[config.mk]
export PLATFORM = sky130hd
export DESIGN_NAME = bpred_table_ctrl
export DESIGN_NICKNAME = d
export VERILOG_FILES = /design/src/rtl/bpred_table_ctrl.sv
export SDC_FILE = /design/constraint.sdc
export NUM_CORES = 1
export LEC_CHECK = 0
export ABC_AREA = 1
export CAP_MARGIN = 0
export CELL_PAD_IN_SITES_DETAIL_PLACEMENT = 1
export CELL_PAD_IN_SITES_GLOBAL_PLACEMENT = 2
export CORE_ASPECT_RATIO = 1.5
export CORE_UTILIZATION = 22
export DETAILED_ROUTE_END_ITERATION = 12
export PLACE_DENSITY = 0.85
export SLEW_MARGIN = 5
export SYNTH_ARGS = -nofsm -noshare
export SYNTH_HDL_FRONTEND = slang
export SYNTH_SLANG_ARGS = --single-unit
[constraint.sdc]
create_clock -name CLK -period 2.15 [get_ports CLK]
set_input_delay 0.43 -clock CLK [delete_from_list [all_inputs] [get_ports CLK]]
set_output_delay 0.43 -clock CLK [all_outputs]
set_load 0.01 [all_outputs]
[src/rtl/bpred_table_ctrl.sv]
// ---------------------------------------------------------------------------
// bpred_table_ctrl
//
// Purpose:
//   Branch history table controller. Holds 2^IDX_W two-bit saturating
//   predictor entries indexed by PC bits [IDX_W+1:2].
//   - A combinational prediction lookup serves fetch.
//   - A resolved-outcome update serves execute.
//   The table storage has no reset so that it can map onto RAM. After reset,
//   or after a flush, a clear walk writes strong-not-taken into every entry,
//   one entry per cycle.
//
// Entry encoding:
//   00 strong-NT, 01 weak-NT, 11 strong-T, 10 weak-T.
//   The prediction is entry[1].
//
// Optional feature:
//   BPRED_STATS_EN adds saturating update and misprediction counters.
//
// Ports:
//   CLK              clock, all state changes on the rising edge
//   RST              synchronous reset, active-high
//   flush            restart the clear walk (pulse or level)
//   ready            1 once the table is valid (RUN state)
//   lookup_pc        fetch PC to predict
//   predict_taken    combinational prediction for lookup_pc
//   upd_en           resolved branch update valid this cycle
//   upd_pc           PC of the resolved branch
//   upd_taken        actual branch outcome
//   upd_mispredict   misprediction flag, only feeds the statistics
//   stat_updates     (BPRED_STATS_EN) accepted update count, saturating
//   stat_mispredicts (BPRED_STATS_EN) accepted mispredict count, saturating
// ---------------------------------------------------------------------------
module bpred_table_ctrl #(
  parameter int IDX_W = 4,
  parameter int PC_W  = 32
) (
  input  logic            CLK,
  input  logic            RST,
  input  logic            flush,
  output logic            ready,
  input  logic [PC_W-1:0] lookup_pc,
  output logic            predict_taken,
  input  logic            upd_en,
  input  logic [PC_W-1:0] upd_pc,
  input  logic            upd_taken,
  input  logic            upd_mispredict
`ifdef BPRED_STATS_EN
  ,
  output logic [31:0]     stat_updates,
  output logic [31:0]     stat_mispredicts
`endif
);

  localparam int DEPTH = 1 << IDX_W;

  typedef enum logic {
    ST_CLEAR = 1'b0,
    ST_RUN   = 1'b1
  } state_t;

  state_t           r_state;
  state_t           w_stateNext;
  logic [IDX_W-1:0] r_clrIdx;
  logic [1:0]       r_table [DEPTH];

  logic [IDX_W-1:0] w_lookIdx;
  logic [IDX_W-1:0] w_updIdx;
  logic [1:0]       w_updCur;
  logic [1:0]       w_updNext;
  logic             w_clrLast;
  logic             w_acceptUpd;
  logic             w_wrEn;
  logic [IDX_W-1:0] w_wrIdx;
  logic [1:0]       w_wrData;
  logic             w_unused;

  assign w_lookIdx   = lookup_pc[IDX_W+1:2];
  assign w_updIdx    = upd_pc[IDX_W+1:2];
  assign w_updCur    = r_table[w_updIdx];
  assign w_clrLast   = (r_clrIdx == {IDX_W{1'b1}});
  assign w_acceptUpd = (r_state == ST_RUN) && upd_en;

`ifdef BPRED_STATS_EN
  assign w_unused = ^{lookup_pc[PC_W-1:IDX_W+2], lookup_pc[1:0],
                      upd_pc[PC_W-1:IDX_W+2], upd_pc[1:0]};
`else
  assign w_unused = ^{lookup_pc[PC_W-1:IDX_W+2], lookup_pc[1:0],
                      upd_pc[PC_W-1:IDX_W+2], upd_pc[1:0], upd_mispredict};
`endif

  // Next value of the entry being updated.
  // Weak-taken falls straight to strong-not-taken on a not-taken outcome.
  always_comb begin
    w_updNext = 2'b00;
    case (w_updCur)
      2'b00:   w_updNext = upd_taken ? 2'b01 : 2'b00;
      2'b01:   w_updNext = upd_taken ? 2'b11 : 2'b00;
      2'b11:   w_updNext = upd_taken ? 2'b11 : 2'b10;
      default: w_updNext = upd_taken ? 2'b11 : 2'b00;
    endcase
  end

  // State register.
  always_ff @(posedge CLK) begin
    if (RST) begin
      r_state <= ST_CLEAR;
    end else begin
      r_state <= w_stateNext;
    end
  end

  // Next-state logic.
  // A flush in either state (re)starts the walk. The walk leaves CLEAR
  // on the edge that writes the last entry.
  always_comb begin
    w_stateNext = r_state;
    case (r_state)
      ST_CLEAR: begin
        if (!flush && w_clrLast) begin
          w_stateNext = ST_RUN;
        end
      end
      default: begin
        if (flush) begin
          w_stateNext = ST_CLEAR;
        end
      end
    endcase
  end

  // Output logic.
  // In RUN, an update to the same index bypasses the stored value so fetch
  // sees the post-update prediction. In CLEAR, the prediction is masked to 0
  // because table contents are not yet valid.
  always_comb begin
    ready         = 1'b0;
    predict_taken = 1'b0;
    if (r_state == ST_RUN) begin
      ready = 1'b1;
      if (upd_en && (w_lookIdx == w_updIdx)) begin
        predict_taken = w_updNext[1];
      end else begin
        predict_taken = r_table[w_lookIdx][1];
      end
    end
  end

  // Clear-walk index.
  // Wraps naturally to 0 after the last entry, so it already sits at 0
  // when RUN is entered.
  always_ff @(posedge CLK) begin
    if (RST) begin
      r_clrIdx <= '0;
    end else if (flush) begin
      r_clrIdx <= '0;
    end else if (r_state == ST_CLEAR) begin
      r_clrIdx <= r_clrIdx + 1'b1;
    end
  end

  // Single write port onto the table.
  // The clear walk owns it in CLEAR; accepted updates own it in RUN.
  always_comb begin
    w_wrEn   = 1'b0;
    w_wrIdx  = r_clrIdx;
    w_wrData = 2'b00;
    if (r_state == ST_CLEAR) begin
      w_wrEn = 1'b1;
    end else if (w_acceptUpd) begin
      w_wrEn   = 1'b1;
      w_wrIdx  = w_updIdx;
      w_wrData = w_updNext;
    end
  end

  // Table storage.
  // Deliberately has no reset so that it can be implemented as RAM.
  always_ff @(posedge CLK) begin
    if (w_wrEn) begin
      r_table[w_wrIdx] <= w_wrData;
    end
  end

`ifdef BPRED_STATS_EN
  logic [31:0] r_statUpd;
  logic [31:0] r_statMis;

  // Saturating statistics.
  // Only RST clears them (flush does not). Updates dropped during CLEAR
  // are never counted.
  always_ff @(posedge CLK) begin
    if (RST) begin
      r_statUpd <= '0;
      r_statMis <= '0;
    end else if (w_acceptUpd) begin
      if (r_statUpd != 32'hFFFF_FFFF) begin
        r_statUpd <= r_statUpd + 32'd1;
      end
      if (upd_mispredict && (r_statMis != 32'hFFFF_FFFF)) begin
        r_statMis <= r_statMis + 32'd1;
      end
    end
  end

  assign stat_updates     = r_statUpd;
  assign stat_mispredicts = r_statMis;
`endif

endmodule

# --- After elaboration in Yosys (flattened, before gate mapping) ---
# Memory sizes are Yosys's and may differ from the RTL's.
# Cells that the tools add are included.
classes:
  eq_ne: 3
  n_reduce_logical: 6
  n_addsub: 1
  n_mux: 18
ops:
  columns: ["op", "n"]
  rows:
  - ["$mux W1", 12]
  - ["$mux W4", 2]
  - ["$mux W2", 3]
  - ["$add A4 B1 Y4 const B", 1]
  - ["$eq A4 B4 Y1", 1]
  - ["$eq A4 B4 Y1 const B", 1]
  - ["$pmux W2 S2", 1]
  - ["$logic_and A1 B1 Y1", 3]
  - ["$eq A2 B2 Y1 const B", 1]
  - ["$logic_not A2 Y1", 1]
  - ["$reduce_or A2 Y1", 1]
  - ["$logic_not A1 Y1", 1]
word_totals:
  input_bits: 70
  mem_bits_rw: 32
  out_inout_bits: 2
  elab_cells: 31
  register_bits: 5
  n_memories: 1
mem_list:
  columns: ["memory", "depth", "width", "rd", "rd_ports_with_merged_regs", "write_ports", "line_no", "source"]
  rows:
  - ["r_table", 16, 2, 2, 0, 1, "65", "logic [1:0] r_table [DEPTH];"]

# --- Depth between registers and ports, before layout ---
# Gate-level depths: netlist of the first run.
depth:
  word_depth: 5
  mapped_depth: 13
  mapped_depth_nobuf: 13

# --- Worst setup path after synthesis of the first run ---
# No wires, ideal clock.
synth_timing:
  kind: "input-to-output"
  start: "in upd_pc[2]"
  end: "out predict_taken"
  t_arrival_ps: 1894
  n_path_buf: 2
  setup_slack_ps: -174
  cell_stages: 12
  t_required_ps: 1720
  cell_sequence: "buf_2 > buf_2 > o21ai_0 > o211ai_1 > nand3_1 > nand2_1 > ha_1 > nand2_1 > o21ai_0 > nand4_1 > nand2_1 > a21oi_1"
synth_via:
  elab_chain_len: 5
  elab_cells_between_ends: 8
  cone_classes: "eq/ne (2); mux (3); reduce/logical (2); memory (1)"
synth_lines:
  columns: ["element", "line_no", "source"]
  rows:
  - ["start: declaration", "45", "input logic [PC_W-1:0] upd_pc,"]
  - ["$mem_v2 Z16 W2", null, null]
  - ["$eq A2 B2 Y1 or $logic_not A2 Y1 (tied branches)", "96", "case (w_updCur)"]
  - ["$pmux W2 S2", "96", null]
  - ["$mux W1 *", "141", "if (upd_en && (w_lookIdx == w_updIdx)) begin"]
  - ["$mux W1 *", "139", "if (r_state == ST_RUN) begin"]
  - ["end: declaration", "43", "output logic predict_taken,"]
# Mark *: on every way between the ends. The rest lies on a longest branch, timed or not.

# --- Worst setup path in the final report of the first run ---
# Same ends and word-level chain as after synthesis.

==> reports/results.tsv, run 1 <==
metric	value	unit
status	finished with violations	
failed_checks	setup timing	
gp_congestion	0.8273	
finalHoldViolCount	0	
start_util	0.2265	
arrival	2.09	ns
hold_buffers	0	
die_y	116.0	um
grt_first_pass_wirelength	9.632	mm
postRouteWirelength	5.867	mm
clock_latency	0.28	ns
cts_tree	done	
r2r-start	r_table[5][1]	
leakage	1.154	nW
cp.required	1.72	ns
relSlewSlack	0.3593	
place_ws	-1.339	ns
htree_num_levels	2	
grt_max_degree	17	
met1Wirelength	2.129	mm
max_stage_delay	0.30	ns
grt_overflow	0	
drive_above_1_share	0.3369	
drc	0	
tightest_slew	0.9575	ns
cp-endpoint	predict_taken	
core	8413	sq um
rrSetupSlack	0.12	ns
drt-initial-drc-count	42	
num_rows	41	
grt_usage	0.1430	
cts.clk_slew.worst_paths	0.05	ns
synthCells	214	
synth_seq_area_share	0.5568	
dp_hpwl	4.363	mm
antenna_found_initial	0	
setup_ws	-0.3730	ns
ir_worst_vdd	0.2318	mV
reg2reg_depth	12	
die_width	77.99	um
min_from	r_clrIdx[3]	
rsz0062_at_grt	yes	
num_vias	1750	
top_layer	met4	
skew	0.005159	ns
power	1.732	mW
cts-buffers-inserted	5	
clock_path_buffers	2	
min_path_type	reg -> reg	
end_kind	primary output	
syn_area_per_cell	8.905	sq um
synth.ff_latch_count	37	
drv_slew	0	
clock-sinks	37	
fin_nets	350	
ant_nets	0	
fmax	396.4	MHz
wl_met2	3.430	mm
wl_per_cell	15.20	um
yosysWarnings	0	
via_per_inst	4.534	
die_area	9046	sq um
crit_slowest_cell	ha_4	
port_buffers	14	
power.density	608.8	nW/um^2
cp_cell_sequence	buf_8 -> clkinvlp_4 -> buf_12 -> buf_4 -> nor2_2 -> o211ai_1 -> nand3_1 -> nand2_2 -> ha_4 -> nand2_4 -> o21ai_4 -> nand4_1 -> nand2_1 -> a21oi_2 -> buf_2	
crit_type	in -> out	
diodes	0	
synth_cell_types	22	
synth_fp_nets	286	
synth_area	1906	sq um
final-setup-viol-count	1	
ioPinCount	72	
cap_viol_max_count	0	
min_period	2.523	ns
drt_pass1_iterations	4	
fin_crit_sh	1.173	
area_growth	49.31	%
met3_length	154	um
grt_pass1_vias	1895	
cp-start-kind	primary input	
crit_start	upd_pc[2]	
cts_root_buf	clkbuf_16	
r2r-end	r_table[1][1]	
crit_fanout	6	
## cell type report
class	count	area, sq um
fillers	1003	5568
multi-input cells	155	857.1
flip-flops and latches	37	1061
inverters	17	71.32
repair buffers	62	579.3
clock buffers	5	125.1
well taps	107	133.9
clock inverters	3	17.52
## how the worst min path moves through the flow
| stage | cells past startpoint | endpoint |
|---|---|---|
| final | 2 | r_state |
| after global routing | 2 | r_state |
| after CTS | 2 | r_state |
| after detailed placement | 2 | r_state |
| after global placement | 2 | r_clrIdx[0] |
| after floorplan | 2 | r_clrIdx[1] |
## worst max-delay path: cells and delay by family
family,cells,cell delay (ns)
buffers and inverters,5,0.65
and+or+nand+nor,6,0.51
adders and majority gates,1,0.30
AOI/OAI and AO/OA,3,0.20
## cells by family (layout without fill, tap and decap cells)
kind of cell	Yosys count	in the layout	synth area share
DFF	37	37	0.5568
buffers and inverters	22	87	0.04662
xor gates and xnor gates	1	1	0.004597
AOI/OAI and AO/OA	38	38	0.1182
adders and majority gates	2	2	0.01313
and+or+nand+nor	114	114	0.2607
## state kept, by name, summed over array words and instances (netlist names)
signal    flops
r_table      32
r_clrIdx      4
r_state       1
## report_power, final
part / switching, mW / internal, mW
registers: 0.00459 / 0.777
clock network: 0.276 / 0.424
logic: 0.125 / 0.126
## cell usage after synthesis
master     n  area share
nand2_1   35       0.069
or2_4      2      0.0092
xor2_1     1      0.0046
a21oi_1    6       0.016
o21ai_0   20       0.053
nor3_2     1      0.0053
nor2_2     1      0.0033
or2_2      1      0.0033
nor2_1    43       0.085
dfxtp_1    5       0.053
buf_2      5       0.013
nand4_1    1      0.0033
ha_1       2       0.013
nor3_1     5       0.013
o21ai_2    4       0.018
nand3_1   23       0.060
nand2_4    1      0.0059
o211ai_1   8       0.032
edfxtp_1  32        0.50
inv_1     15       0.030
and3_1     1      0.0033
inv_2      2      0.0039
## layout by cell type, fill, tap and decap left out, types with 6 or more instances in the layout
cell type        count
clkdlybuf4s50_1     10
o21ai_1              9
nor2_1              32
o211ai_1             8
nand2_1             32
o21ai_0              7
nor2_2               9
edfxtp_1            32
o21ai_2              6
inv_1               12
nand3_1             23
buf_4               42
## stage by stage
stage	hold WS, ns	area [sq um]	instances	util	TNS, ns
2_1_floorplan	0.4743	1932	214	-	0
3_3_place_gp	0.5050	2495	371	0.2966	-23.16
3_5_place_dp	0.5123	2495	371	0.2966	-28.48
4_1_cts	0.5216	2759	382	0.3279	-0.3594
5_1_grt	0.5454	2845	386	0.3382	-0.5063
6_report	0.5160	2845	386	0.3382	-0.3730
## what timing repair did
action / CTS / global route
pin swaps: 11 / 14
gates resized for setup: 30 / 18
cloned: 2 / 0
buffers inserted: 1 / 5
endpoints found under the setup margin: 17 / 17
## layer usage
layer / up-vias / global-route usage
met3: 10 / 0.02126
met2: 35 / 0.2885
met1: 840 / 0.1331
met4: 0 / 0.08642
met5: - / 0
li1: 865 / -
(Power assumes the default switching activity.)
==> run 2, diff against run 1 <==
- CORE_MARGIN: not set -> 3
- CTS_CLUSTER_DIAMETER: not set -> 50
==> run 2 against run 1 <==
Effect of this change:
- the run still ends with setup timing left
- first-iteration DRC count is 7.1% higher
- core utilization hardly changed
- worst hold slack better by 0.00088 ns
- total power is 5.9% higher
- critical path depth is 1 lower
- sequential power hardly changed
- clock skew is 0.0015 ns lower
- non-clock buffer count is 1 lower
- largest cell class unchanged
- largest power group is now the clock network
- highest routed layer unchanged
==> reports/results.tsv, run 2 (synthesis results as in run 1) <==
metric	value	unit
cts.clk_slew.worst_paths	0.06	ns
num_rows	41	
max_stage_delay	0.28	ns
postLayoutCellArea	2848	sq um
path_depth	14	
top_regs	r_table (32), r_clrIdx (4), r_state (1)	
drt-initial-drc-count	45	
core	8413	sq um
path_buf_inv	3	
min_from	r_clrIdx[2]	
cp-endpoint	predict_taken	
dp_hpwl	4.375	mm
clock_latency	0.28	ns
crit_type	in -> out	
fin_nets	349	
drv_slew	0	
status	finished with violations	
drc	0	
top_register	r_table	
hold_ws	0.5169	ns
skew	0.003688	ns
ir_worst_vdd	0.3595	mV
diodes	0	
grt_max_degree	20	
power.density	644.2	nW/um^2
cts_tree	done	
start_util	0.2265	
grt_first_pass_wirelength	9.342	mm
r2r-end	r_table[13][1]	
die_width	81.99	um
min_path_type	reg -> reg	
leakage	1.157	nW
reg2reg_depth	12	
grt_usage	0.1293	
power	1.835	mW
rsz0062_at_grt	yes	
finalHoldViolCount	0	
tightest_slew	0.9308	ns
grt_overflow	0	
crit_fanout	7	
failed_checks	setup timing	
postRouteWirelength	5.844	mm
cts_root_buf	clkbuf_16	
fillerInstances	994	
ioPinCount	72	
setup_ws	-0.3483	ns
gp_congestion	0.7666	
min_period	2.498	ns
crit_start	upd_pc[3]	
drive_above_1_share	0.3237	
clock-sinks	37	
htree_num_levels	2	
finalCoreUtilization	0.3385	
cp_cell_sequence	buf_2 -> bufbuf_16 -> nor2_1 -> o21ai_1 -> o211ai_1 -> nand3_1 -> nand2_2 -> ha_4 -> nand2_2 -> o21ai_2 -> nand4_1 -> nand2_1 -> a21oi_2 -> buf_2	
layout_common_cells	buf_4, nor2_1, nand2_1, edfxtp_1, nand3_1	
ant_nets	0	
cp-start-kind	primary input	
rrSetupSlack	0.14	ns
post_dp_cell_area	2495	sq um
cp.required	1.72	ns
wl_per_cell	15.18	um
die_area	9838	sq um
die_y	120.0	um
mostFrequentLayoutCell	buf_4	
relSlewSlack	0.3771	
fmax	400.3	MHz
area_growth	49.44	%
critical-path-top-delay-family	buffers and inverters	
largest_register_ffs	32	
cts-buffers-inserted	5	
num_vias	1737	
clock_path_buffers	2	
drt_pass1_iterations	4	
fin_crit_sh	1.162	
crit_slowest_cell	bufbuf_16	
end_kind	primary output	
cap_viol_max_count	0	
grt_pass1_vias	1909	
port_buffers	14	
r2r-start	r_table[5][1]	
arrival	2.07	ns
via_per_inst	4.512	
final-setup-viol-count	1	
antenna_found_initial	0	
[run 2: area by class of cell]
cell class,count,area (sq um),area share
clock inverter,3,41.29,0.01450
tap,107,133.9,0.04701
timing repair buffer,61,578.1,0.2030
sequential,37,1061,0.3726
inverter,17,67.56,0.02373
multi-input combinational,155,840.8,0.2953
clock buffer,5,125.1,0.04394
[run 2: power by group]
| group | internal (mW) | switching (mW) |
|---|---|---|
| sequential | 0.777 | 0.00391 |
| combinational | 0.123 | 0.119 |
| clock | 0.542 | 0.270 |
[run 2: how the worst min path moves through the flow]
| stage | end | depth (start not counted) | slack (ns) |
|---|---|---|---|
| after floorplan | r_clrIdx[1] | 2 | 0.47 |
| after global placement | r_clrIdx[1] | 2 | 0.50 |
| after detailed placement | r_state | 2 | 0.52 |
| after CTS | r_state | 2 | 0.52 |
| after global routing | r_clrIdx[1] | 2 | 0.55 |
| final | r_state | 2 | 0.52 |
[run 2: metrics by stage]
step / std cells / setup slack, ns / TNS [ns]
after floorplan: 214 / 0.006810 / 0
after global placement: 371 / -1.233 / -21.52
after detailed placement: 371 / -1.271 / -25.19
after CTS: 385 / -0.3482 / -0.3482
after global routing: 385 / -0.4708 / -0.4708
final: 385 / -0.3483 / -0.3483
[run 2: routing by layer]
| metal | wire length (um) | part of all wire | vias up | global-route usage |
|---|---|---|---|---|
| li1 | - | - | 866 | - |
| met1 | 2020 | 0.35 | 830 | 0.1228 |
| met2 | 3441 | 0.59 | 27 | 0.2495 |
| met3 | 148 | 0.025 | 14 | 0.01952 |
| met4 | 233 | 0.040 | 0 | 0.07173 |
| met5 | 0 | 0 | - | 0 |
[run 2: repair_timing]
action,in CTS,in global routing
gates resized for setup,32,12
endpoints found under the hold margin,0,0
pin swaps,11,9
endpoints found under the setup margin,17,17
buffers inserted,4,0
cloned,2,1
hold buffers,0,0
[run 2: worst min-delay path: stages (launching register included)]
cell     delay (ns)
dfxtp_1        0.34
nand3_1        0.07
a21oi_1        0.06
